[src/rtl/srv_icache_refill.sv]
// srv_icache_refill: I-cache line-refill engine. It takes one refill request,
// issues LINE_WORDS word reads on a pipelined req/gnt/rvalid bus, builds the
// line from the returned words and gives the line back with a one-cycle rsp_o.
module srv_icache_refill #(
    parameter int unsigned LINE_WORDS = 4,
    parameter int unsigned MAX_OUTST  = 4
) (
    input  logic                     clk,
    input  logic                     rst_n,
    input  logic                     req_i,
    input  logic [31:0]              line_addr_i,
    output logic                     rsp_o,
    output logic [32*LINE_WORDS-1:0] line_data_o,
    output logic                     busy_o,
    output logic                     mem_req_o,
    output logic [31:0]              mem_addr_o,
    input  logic                     mem_gnt_i,
    input  logic                     mem_rvalid_i,
    input  logic [31:0]              mem_rdata_i
);

    localparam int unsigned CW = $clog2(LINE_WORDS + 1);

    typedef enum logic [2:0] {
        S_IDLE,
        S_ISSUE,
        S_WAIT,
        S_RESP,
        S_HOLD
    } state_t;

    state_t                  state_q, state_d;
    logic [31:0]             base_q;
    logic [CW-1:0]           icnt_q, icnt_d;
    logic [CW-1:0]           rcnt_q, rcnt_d;
    logic [CW-1:0]           outst;
    logic                    issue;
    logic                    capture;

    // Bus-side outputs and beat/capture qualifiers derived from the current state.
    always_comb begin
        outst      = icnt_q - rcnt_q;
        mem_req_o  = (state_q == S_ISSUE) && (outst < CW'(MAX_OUTST));
        mem_addr_o = (state_q == S_ISSUE) ? (base_q + 32'(icnt_q)) : '0;
        issue      = mem_req_o & mem_gnt_i;
        capture    = ((state_q == S_ISSUE) || (state_q == S_WAIT)) &&
                     mem_rvalid_i && (rcnt_q < CW'(LINE_WORDS));
        rsp_o      = (state_q == S_RESP);
        busy_o     = (state_q != S_IDLE);
    end

    // Next-state and counter update; completion takes priority over the WAIT move.
    always_comb begin
        state_d = state_q;
        icnt_d  = icnt_q;
        rcnt_d  = rcnt_q;
        case (state_q)
            S_IDLE: begin
                if (req_i) begin
                    state_d = S_ISSUE;
                    icnt_d  = '0;
                    rcnt_d  = '0;
                end
            end
            S_ISSUE, S_WAIT: begin
                if (issue) begin
                    icnt_d = icnt_q + 1'b1;
                end
                if (capture) begin
                    rcnt_d = rcnt_q + 1'b1;
                end
                if (capture && (rcnt_d == CW'(LINE_WORDS))) begin
                    state_d = S_RESP;
                end else if ((state_q == S_ISSUE) && (icnt_d == CW'(LINE_WORDS))) begin
                    state_d = S_WAIT;
                end
            end
            S_RESP:  state_d = S_HOLD;
            S_HOLD:  state_d = S_IDLE;
            default: state_d = S_IDLE;
        endcase
    end

    // State, counters, latched base address and the assembled line.
    always_ff @(posedge clk or negedge rst_n) begin
        if (!rst_n) begin
            state_q     <= S_IDLE;
            icnt_q      <= '0;
            rcnt_q      <= '0;
            base_q      <= '0;
            line_data_o <= '0;
        end else begin
            state_q <= state_d;
            icnt_q  <= icnt_d;
            rcnt_q  <= rcnt_d;
            if ((state_q == S_IDLE) && req_i) begin
                base_q <= line_addr_i & ~32'h3;
            end
            if (capture) begin
                line_data_o[32*rcnt_q +: 32] <= mem_rdata_i;
            end
        end
    end

endmodule

[config.mk]
export PLATFORM = sky130hd
export DESIGN_NAME = srv_icache_refill
export DESIGN_NICKNAME = d
export VERILOG_FILES = /design/src/rtl/srv_icache_refill.sv
export SDC_FILE = /design/constraint.sdc
export NUM_CORES = 1
export LEC_CHECK = 0
export ABC_AREA = 1
export BUFFER_PORTS_ARGS = -buffer_cell sky130_fd_sc_hd__buf_4
export CAP_MARGIN = 20
export CORE_MARGIN = 3
export CORE_UTILIZATION = 45
export CTS_CLUSTER_DIAMETER = 100
export DETAILED_ROUTE_END_ITERATION = 6
export GPL_TIMING_DRIVEN = 0
export PLACE_DENSITY = 0.74
export SYNTH_ARGS = -nofsm -noshare
export SYNTH_HDL_FRONTEND = slang
export SYNTH_SLANG_ARGS = --single-unit
[constraint.sdc]
create_clock -name clk -period 2.5 [get_ports clk]
set_input_delay 0.375 -clock clk [delete_from_list [all_inputs] [get_ports clk]]
set_output_delay 0.375 -clock clk [all_outputs]
set_load 0.02 [all_outputs]
Yosys cells after proc, flatten, opt, wreduce, memory -nomap -nowiden
Index checks and enable logic that the tools add are counted.
{"block": "word_totals", "ff_bits": 167, "input_bits": 69, "output_inout_bits": 163}
{"block": "classes", "addsub": 5, "bitwise_logic": 1, "mux": 13, "magnitude_cmp": 2, "n_reduce_logical": 13, "shifts": 2, "n_eq_ne": 7}
{"op": "bitwise mux 128 bit", "count": 1}
{"op": "variable shift 32 x 34 -> 128 bit (first input constant)", "count": 1}
{"op": "indexed part select 32 x 34 -> 128 bit", "count": 1}
{"op": "negation 8 -> 34 bit", "count": 1}
{"op": "adder 32 x 3 -> 32 bit", "count": 1}
{"op": "2-to-1 mux 32 bit", "count": 1}
{"op": "2-to-1 mux 3 bit", "count": 8}
{"op": "one-hot mux 3 bit (2 select lines)", "count": 2}
{"op": "one-hot mux 3 bit (3 select lines)", "count": 1}
{"op": "adder 3 x 1 -> 3 bit (second input constant)", "count": 2}
{"op": "equality test 3 x 2 -> 1 bit (second input constant)", "count": 2}
{"op": "equality test 3 bit (second input constant)", "count": 2}
{"op": "logical AND 1 bit", "count": 6}
{"op": "less-than comparator 3 bit (second input constant)", "count": 2}
{"op": "AND reduction 2 bit", "count": 2}
{"op": "equality test 3 x 1 -> 1 bit (second input constant)", "count": 1}
{"op": "zero test 3 bit", "count": 1}
{"op": "inequality test 3 bit (second input constant)", "count": 1}
{"op": "nonzero test 3 bit", "count": 1}
{"op": "subtractor 3 bit", "count": 1}
{"op": "inequality test 2 bit (second input constant)", "count": 1}
{"op": "nonzero test 2 bit", "count": 1}
{"op": "OR reduction 2 bit", "count": 1}
{"op": "AND 1 bit", "count": 1}
{"op": "logical OR 1 bit", "count": 1}

Depth between registers and ports, before layout
Gate-level depths: netlist of the first run.
{"block": "logic_depth", "ltp_word": 11, "depth_mapped": 15, "ltp_nobuf": 15}

Worst setup path before layout of the first run
No wires, ideal clock.
{"block": "synth_timing", "path_type": "register to output", "startpoint": "register icnt_q[2]", "endpoint": "output port mem_addr_o[20]", "n_path_buf": 0, "path_stages_with_launch": 13, "setup_slack_ps": -2, "t_arrival_ps": 2127, "path_cell_list": "dfrtp_1 -> ha_1 -> ha_1 -> nand3_2 -> nor2_2 -> nand2_1 -> nor2_2 -> nand4_2 -> nor2_2 -> nand2_1 -> nor2_4 -> o21ai_0 -> a21oi_1"}
{"block": "synth_between", "elab_chain_len": 2}
{"item": "start, declared", "line": "34", "text": "logic [CW-1:0] icnt_q, icnt_d;"}
{"item": "start signal, assigned", "line": "94", "text": "icnt_q <= icnt_d;"}
{"item": "adder 32 x 3 -> 32 bit", "line": "44", "text": "mem_addr_o = (state_q == S_ISSUE) ? (base_q + 32'(icnt_q)) : '0;"}
{"item": "2-to-1 mux 32 bit", "line": "44"}
{"item": "end, declared", "line": "16", "text": "output logic [31:0] mem_addr_o,"}
Every way passes these cells.

Worst setup path in the final report of the first run
{"block": "layout_timing", "startpoint": "register icnt_q[2]", "endpoint": "output port mem_addr_o[22]"}
The elaborated chain is that of the path after synthesis.

==> flow_summary_export.csv, run 1 <==
group,metric,value,unit
cells_and_area,n_antenna_cell,0,
synthesis,synthTopCellsByArea,"dfrtp_1 54%, nand2_1 13%, o21ai_0 6.9%",
pwr,cellLeakagePower,5.34,nW
sta,tightestPinTransition,0.731,ns
global_route,antenna_found_initial,0,
synthesis,synth-compound-area-share,10.1,%
clocking,clock-sinks,167,
global_route,grt_max_degree,93,
clocking,cts.clk_slew.worst_paths,0.07,ns
route,avgRoutedWirePerCell,18.3,um
synthesis,seq_area_frac_synth,54.1,%
place,hpwl,18300,um
worst_setup_path,cpMaxStageDelayCell,"dfrtp_1",
worst_setup_path,crit_path_end_kind,"primary output",
route,drtIter0Drc,668,
min_path,hold_class,"input pin to register",
synthesis,synth_top_family_by_area,"simple AND/OR/NAND/NOR gates",
route,via_per_inst,5.41,
synthesis,ys_seq_elements,167,
synthesis,synth_fa_ha_area_share,1.62,%
worst_setup_path,critical_path_class,"register to primary output",
sta,slew_headroom,51.3,%
floorplanning,rows,47,
place,dpl-instance-area,9760,um^2
worst_setup_path,crit_buf_inv,1,
place,io_buffers,229,
sta,skew,0.00735,ns
synthesis,synth_top_area_share,54.1,%
route,drc,0,
clocking,cts-htree-levels,4,
worst_setup_path,crit_path_cell_trace,"ha_4, ha_4, nand3_4, nor2_4, nand2_2, nor2_4, nand4_4, nor2_4, nand2_4, nor2_4, nand3_2, nand2_1, nor2_1, buf_4",
sta,finalHoldViolCount,0,
route,routed_wl,25600,um
route,postRouteAntennaNets,0,
sta,fin_ws,-0.205,ns
floorplanning,die_h,137,um
global_route,grt_pass1_wl,39100,um
floorplanning,dieWidth,137,um
worst_setup_path,slowest_delay,0.40,ns
cells_and_area,n_fill_cell,1436,
worst_setup_path,cp_max_fo,4,
cells_and_area,fin_cells,1398,
clocking,cts_buffers,17,
global_route,overflow,0,
cells_and_area,finalNetCount,1244,
synthesis,syn_nets,957,
synthesis,postSynthCellCount,878,
route,vias,7566,
synthesis,ys_warn_count,0,
pwr,peakVddDrop,0.000817,V
floorplanning,die_area,18800,um^2
place,dp.cells,1328,
cells_and_area,drive_gt1_share,33.3,%
clocking,cts_tree,"done",
worst_setup_path,crit_family,"simple AND/OR/NAND/NOR gates",
sta,min_period,2.70,ns
floorplanning,ios,232,
status,status,"finished with violations",
worst_setup_path,required,2.12,ns
floorplanning,fp.coreArea,16700,um^2
worst_setup_path,worst_ep_arrival_time,2.33,ns
clocking,clock_latency,0.42,ns
worst_setup_path,crit_top_cell,"nor2_4",
route,dr.pass1.iters,5,
synthesis,syn_area,7730,um^2
global_route,grtUsageTotal,26.9,%
worst_setup_path,startpoint_type,"register",
sta,setup_violations,12,
job,max_cap_viol_count,0,
global_route,grt_pass1_vias,7343,
synthesis,synth_xor_area_share,1.36,%
synthesis,synth_top_area_cell,"dfrtp_1",
synthesis,avgSynthCellArea,8.80,um^2
pwr,power_density,1360,nW/um^2
clocking,clockBufferDepth,2,
sta,finalCritPeriodShare,108,%
synthesis,synthDistinctLibCells,35,
sta,rsz0062_at_grt,"yes",
synthesis,synth-simple-area-share,23.6,%
status,violations,"setup timing",
floorplanning,initial_core_util,46.3,%
cells_and_area,area.growth.synth_to_final,42.1,%
clocking,root_buffer,"clkbuf_16",
place,gp_congestion,0.875,
sta,drv_slew,0,
synthesis,muxShareOfSynthArea,4.52,%
sta,fmax,370,MHz
cells_and_area,stdcell_area,11000,um^2
-- path summary, 6_finish.rpt --
kind	start	slack (ns)	cells past startpoint	end
setup / recovery	icnt_q[2]	-0.20	14	mem_addr_o[22]
hold / removal	line_addr_i[18]	0.16	3	base_q[18]
setup reg to reg	rcnt_q[0]	0.12	9	line_data_o[13]
hold reg to reg	line_data_o[100]	0.49	2	line_data_o[100]
max in group asynchronous	rst_n	1.09	3	line_data_o[77]
min in group asynchronous	rst_n	0.56	2	base_q[6]
-- layout make-up --
| type | instances | area, um^2 | area share [%] |
|---|---|---|---|
| repair buffers | 269 | 2080 | 18.9 |
| plain buffers | 45 | 226 | 2.06 |
| clock buffers | 17 | 425 | 3.87 |
| clock inverters | 15 | 125 | 1.14 |
| well taps | 220 | 275 | 2.51 |
| multi-input cells | 617 | 3470 | 31.6 |
| inverters | 48 | 190 | 1.73 |
| flip-flops and latches | 167 | 4190 | 38.2 |
-- power by group --
part / internal, mW / switching [mW]
registers: 3.88 / 0.915
clock network: 1.29 / 1.17
logic: 2.91 / 4.77
total: 8.08 / 6.85
-- per-stage QoR --
step / setup TNS (ns) / hold WS (ns) / total power [mW] / worst slack, ns / utilization [%]
2_1_floorplan: 0 / 0.0794 / 8.67 / 0.00414 / -
3_3_place_gp: -55.98 / 0.463 / 11.7 / -0.875 / 58.2
3_5_place_dp: -60.92 / 0.449 / 11.8 / -0.917 / 58.5
4_1_cts: -1.46 / 0.139 / 14.6 / -0.286 / 63.5
5_1_grt: -3.56 / 0.149 / 15.9 / -0.364 / 65.8
6_report: -1.46 / 0.157 / 14.9 / -0.205 / 65.8
-- metal layers --
layer  share of wire (%)  routed length [um]  up-vias  track usage (%)
met1                  39               10100     3664             34.3
met3                  10                2630       54             8.53
met2                  47               12100      354             43.6
met4                 2.8                 728        0             9.15
met5                   0                   0        -                0
li1                    -                   -     3494                -
-- what timing repair did --
action / CTS / global route
resized for setup: 46 / 55
endpoints found under the setup margin: 160 / 115
pin swaps: 10 / 17
setup buffers: 14 / 24
cloned: 0 / 1
hold endpoints to repair: 8 / 0
hold buffers: 1 / 0
-- flip-flops by register name, indices dropped and copies added (netlist names) --
register,count
base_q,30
icnt_q,3
rcnt_q,3
line_data_o,128
state_q,3
-- worst reg2reg max path: stages (launching register included) --
cell and delay, ns:
dfrtp_2 0.37, buf_4 0.20, clkinvlp_4 0.12, buf_6 0.15, ha_1 0.23, ha_4 0.25, nor2_2 0.15, nand4_4 0.23
buf_6 0.25, mux2_1 0.32
-- cell usage after synthesis --
cell	n
inv_1	45
o22ai_1	4
nor3_1	15
nor4_1	8
nand3_1	68
o41ai_1	8
inv_2	1
clkinv_1	2
and2_1	1
o41ai_2	2
o21ai_1	5
nor2_2	7
mux2_1	28
buf_2	10
a21oi_1	15
nand4_1	8
nand3_2	4
o21a_1	1
dfrtp_1	167
nor2_8	1
nand2_1	261
xor2_1	8
buf_1	1
xnor2_1	4
nand2_2	1
mux2_2	3
nor2_4	1
o21ai_0	107
nor3_2	1
clkbuf_1	35
nand4_4	1
ha_1	10
nand4_2	1
nor2_1	43
a211oi_1	1
-- layout by cell type, fill, tap and decap left out, types with 8 or more instances in the layout --
cell type,instances
o41ai_1,8
buf_4,264
o21ai_0,106
clkbuf_1,29
xor2_1,8
dfrtp_2,11
nor2_2,8
nor3_1,8
dfrtp_1,156
mux2_1,28
a21oi_1,10
nand2_1,254
nand3_1,65
nand4_1,8
clkbuf_16,18
inv_1,41
nor2_1,36
-- kinds of logic (layout without fill, tap and decap cells) --
logic type / count (synthesis) / count (layout)
and+or+nand+nor: 421 / 421
xor gates and xnor gates: 12 / 12
adders and majority gates: 10 / 10
buffers and inverters: 94 / 394
AOI/OAI and AO/OA: 143 / 143
DFF: 167 / 167
muxes: 31 / 31
(Power assumes the default switching activity.)
==> run 2, diff against run 1 <==
--- a/config.mk
+++ b/config.mk
@@ -10,3 +10,3 @@
 export CAP_MARGIN = 20
-export CORE_MARGIN = 3
+export CORE_MARGIN = 2
 export CORE_UTILIZATION = 45
==> constraint.sdc (replaced) <==
create_clock -name clk -period 2.5 [get_ports clk]
set_input_delay 0.125 -clock clk [delete_from_list [all_inputs] [get_ports clk]]
set_output_delay 0.125 -clock clk [all_outputs]
set_load 0.02 [all_outputs]
==> run 2 against run 1 <==
The run still ends with setup timing left. Clock skew is 0.0018 ns higher. Die area fell by 2.9%. Power rose by 1.7%. Cell area up 5.2%. Utilization is 3.4 points higher. Wire length rose by 1.9%. Critical path depth shrank 2. Count of clock-buffer cells in the layout rose by 1. Clock power rose by 15%. Maximum frequency is 7.6% higher. Largest power group unchanged. Highest routed layer unchanged.
==> flow_summary_export.csv, run 2 (synthesis results as in run 1) <==
group,metric,value,unit
status,status,"finished with violations",
status,violations,"setup timing",
clocking,cts_tree,"done",
min_path,hold-path-endpoint,"rcnt_q[2]",
min_path,hold_path_depth,3,
floorplanning,fp.coreArea,16700,um^2
clocking,root_buffer,"clkbuf_16",
global_route,overflow,0,
floorplanning,ios,232,
route,routed_wl,26100,um
worst_setup_path,reg2reg_depth,10,
global_route,grt_pass1_wl,40300,um
clocking,clock-sinks,167,
cells_and_area,top_register,"line_data_o",
cells_and_area,utilization,69.2,%
floorplanning,die_area,18200,um^2
route,drc,0,
place,dp_slack,-1.02,ns
sta,setup_violations,1,
worst_setup_path,rr_endpoint,"line_data_o[17]",
sta,skew,0.00917,ns
cells_and_area,drive_gt1_share,29.8,%
place,io_buffers,229,
pwr,peakVddDrop,0.000771,V
cells_and_area,finalNetCount,1300,
sta,setup_tns,-0.0140,ns
route,dr.pass1.iters,5,
route,avgRoutedWirePerCell,18.0,um
cells_and_area,seq_area,4180,um^2
cells_and_area,area.growth.synth_to_final,49.4,%
pwr,power_density,1310,nW/um^2
route,drtIter0Drc,551,
worst_setup_path,critical_path_class,"register to primary output",
route,vias,7740,
cells_and_area,n_antenna_cell,0,
route,via_per_inst,5.33,
pwr,post-layout-total-power,15.2,mW
sta,min_period,2.51,ns
clocking,cts_buffers,17,
sta,drv_slew,0,
worst_setup_path,worst_ep_arrival_time,2.39,ns
sta,rsz0062_at_grt,"yes",
cells_and_area,largest_reg_flops,128,
worst_setup_path,required,2.38,ns
min_path,hold_path.startpoint,"mem_rvalid_i",
clocking,cts-htree-levels,4,
cells_and_area,final_cell_mix,"257 x nand2_1, 253 x buf_4, 164 x dfrtp_1",
global_route,grt_pass1_vias,7635,
global_route,antenna_found_initial,0,
cells_and_area,multiInputGateArea,3340,um^2
sta,fmax,398,MHz
cells_and_area,reg_top3,"line_data_o: 128 flops, base_q: 30 flops",
clocking,clockBufferDepth,2,
floorplanning,rows,47,
cells_and_area,fin_cells,1453,
sta,finalHoldViolCount,0,
route,postRouteAntennaNets,0,
worst_setup_path,startpoint_type,"register",
clocking,clock_latency,0.42,ns
place,dp.cells,1328,
global_route,grtUsageTotal,28.4,%
worst_setup_path,cp_max_fo,6,
place,gp_congestion,0.908,
cells_and_area,n_fill_cell,1302,
worst_setup_path,crit_path_end_kind,"primary output",
floorplanning,die_h,135,um
job,max_cap_viol_count,0,
sta,tightestPinTransition,0.618,ns
worst_setup_path,rrSetupSlack,0.11,ns
min_path,hold_class,"input pin to register",
pwr,cellLeakagePower,5.62,nW
sta,finalCritPeriodShare,101,%
worst_setup_path,r2r_start,"rcnt_q[0]",
cells_and_area,layout_commonest_cell,"nand2_1",
sta,slew_headroom,58.5,%
global_route,grt_max_degree,119,
floorplanning,dieWidth,135,um
sta,hold_slack,0.0488,ns
cells_and_area,stdcell_area,11600,um^2
floorplanning,initial_core_util,46.3,%
place,hpwl,18000,um
clocking,cts.clk_slew.worst_paths,0.07,ns
sta,fin_ws,-0.0140,ns
place,dpl-instance-area,9760,um^2
==> run 2: cell types whose count changed in the layout (fill, tap and decap cells not counted), sizes merged <==
cell and delta:
buf -7, bufinv +3, clkbuf +2, clkinv -2
clkinvlp -4, dlygate4sd3 +62, inv +1
==> run 2: how the worst max path moves through the flow <==
stage          startpoint         endpoint
4_1_cts         icnt_q[2]   mem_addr_o[20]
3_5_place_dp    rcnt_q[0]  line_data_o[81]
3_3_place_gp    rcnt_q[0]  line_data_o[80]
2_1_floorplan   rcnt_q[0]  line_data_o[10]
5_1_grt         base_q[6]   mem_addr_o[20]
6_report        base_q[6]   mem_addr_o[20]
==> run 2: power by group <==
group	internal (mW)	leakage [nW]	switching [mW]
sequential	3.86	2.23	0.927
combinational	2.87	3.08	4.71
clock	1.63	0.308	1.18
==> run 2: what timing repair did <==
| action | CTS | global route |
|---|---|---|
| gates cloned | 0 | 2 |
| pin swaps | 8 | 12 |
| setup buffers | 16 | 13 |
| gates resized for setup | 30 | 59 |
| hold endpoints to repair | 131 | 0 |
| endpoints found under the setup margin | 139 | 142 |
| hold buffers | 63 | 0 |
==> run 2: final cells by class <==
type | instances | area share [%]
plain buffers | 46 | 2.20
clock buffers | 18 | 3.80
clock inverters | 13 | 1.65
inverters | 48 | 1.67
multi-input cells | 617 | 28.9
flip-flops and latches | 167 | 36.2
well taps | 220 | 2.38
repair buffers | 324 | 23.2
==> run 2: critical path: stages (launching register included) <==
cell,delay (ns)
dfrtp_1,0.37
clkinvlp_4,0.20
buf_4,0.21
nor2_4,0.12
nand2_2,0.08
nor2_4,0.12
nand4_4,0.11
nor2_4,0.12
nand2_2,0.09
nor2_4,0.15
o21ai_1,0.07
a21oi_1,0.15
buf_4,0.17
==> run 2: routing by layer <==
| layer | up-vias | share of wire (%) | track usage (%) |
|---|---|---|---|
| li1 | 3598 | - | - |
| met1 | 3709 | 40 | 35.7 |
| met2 | 384 | 48 | 46.1 |
| met3 | 49 | 9.7 | 9.20 |
| met4 | 0 | 2.6 | 10.3 |
| met5 | - | 0 | 0 |
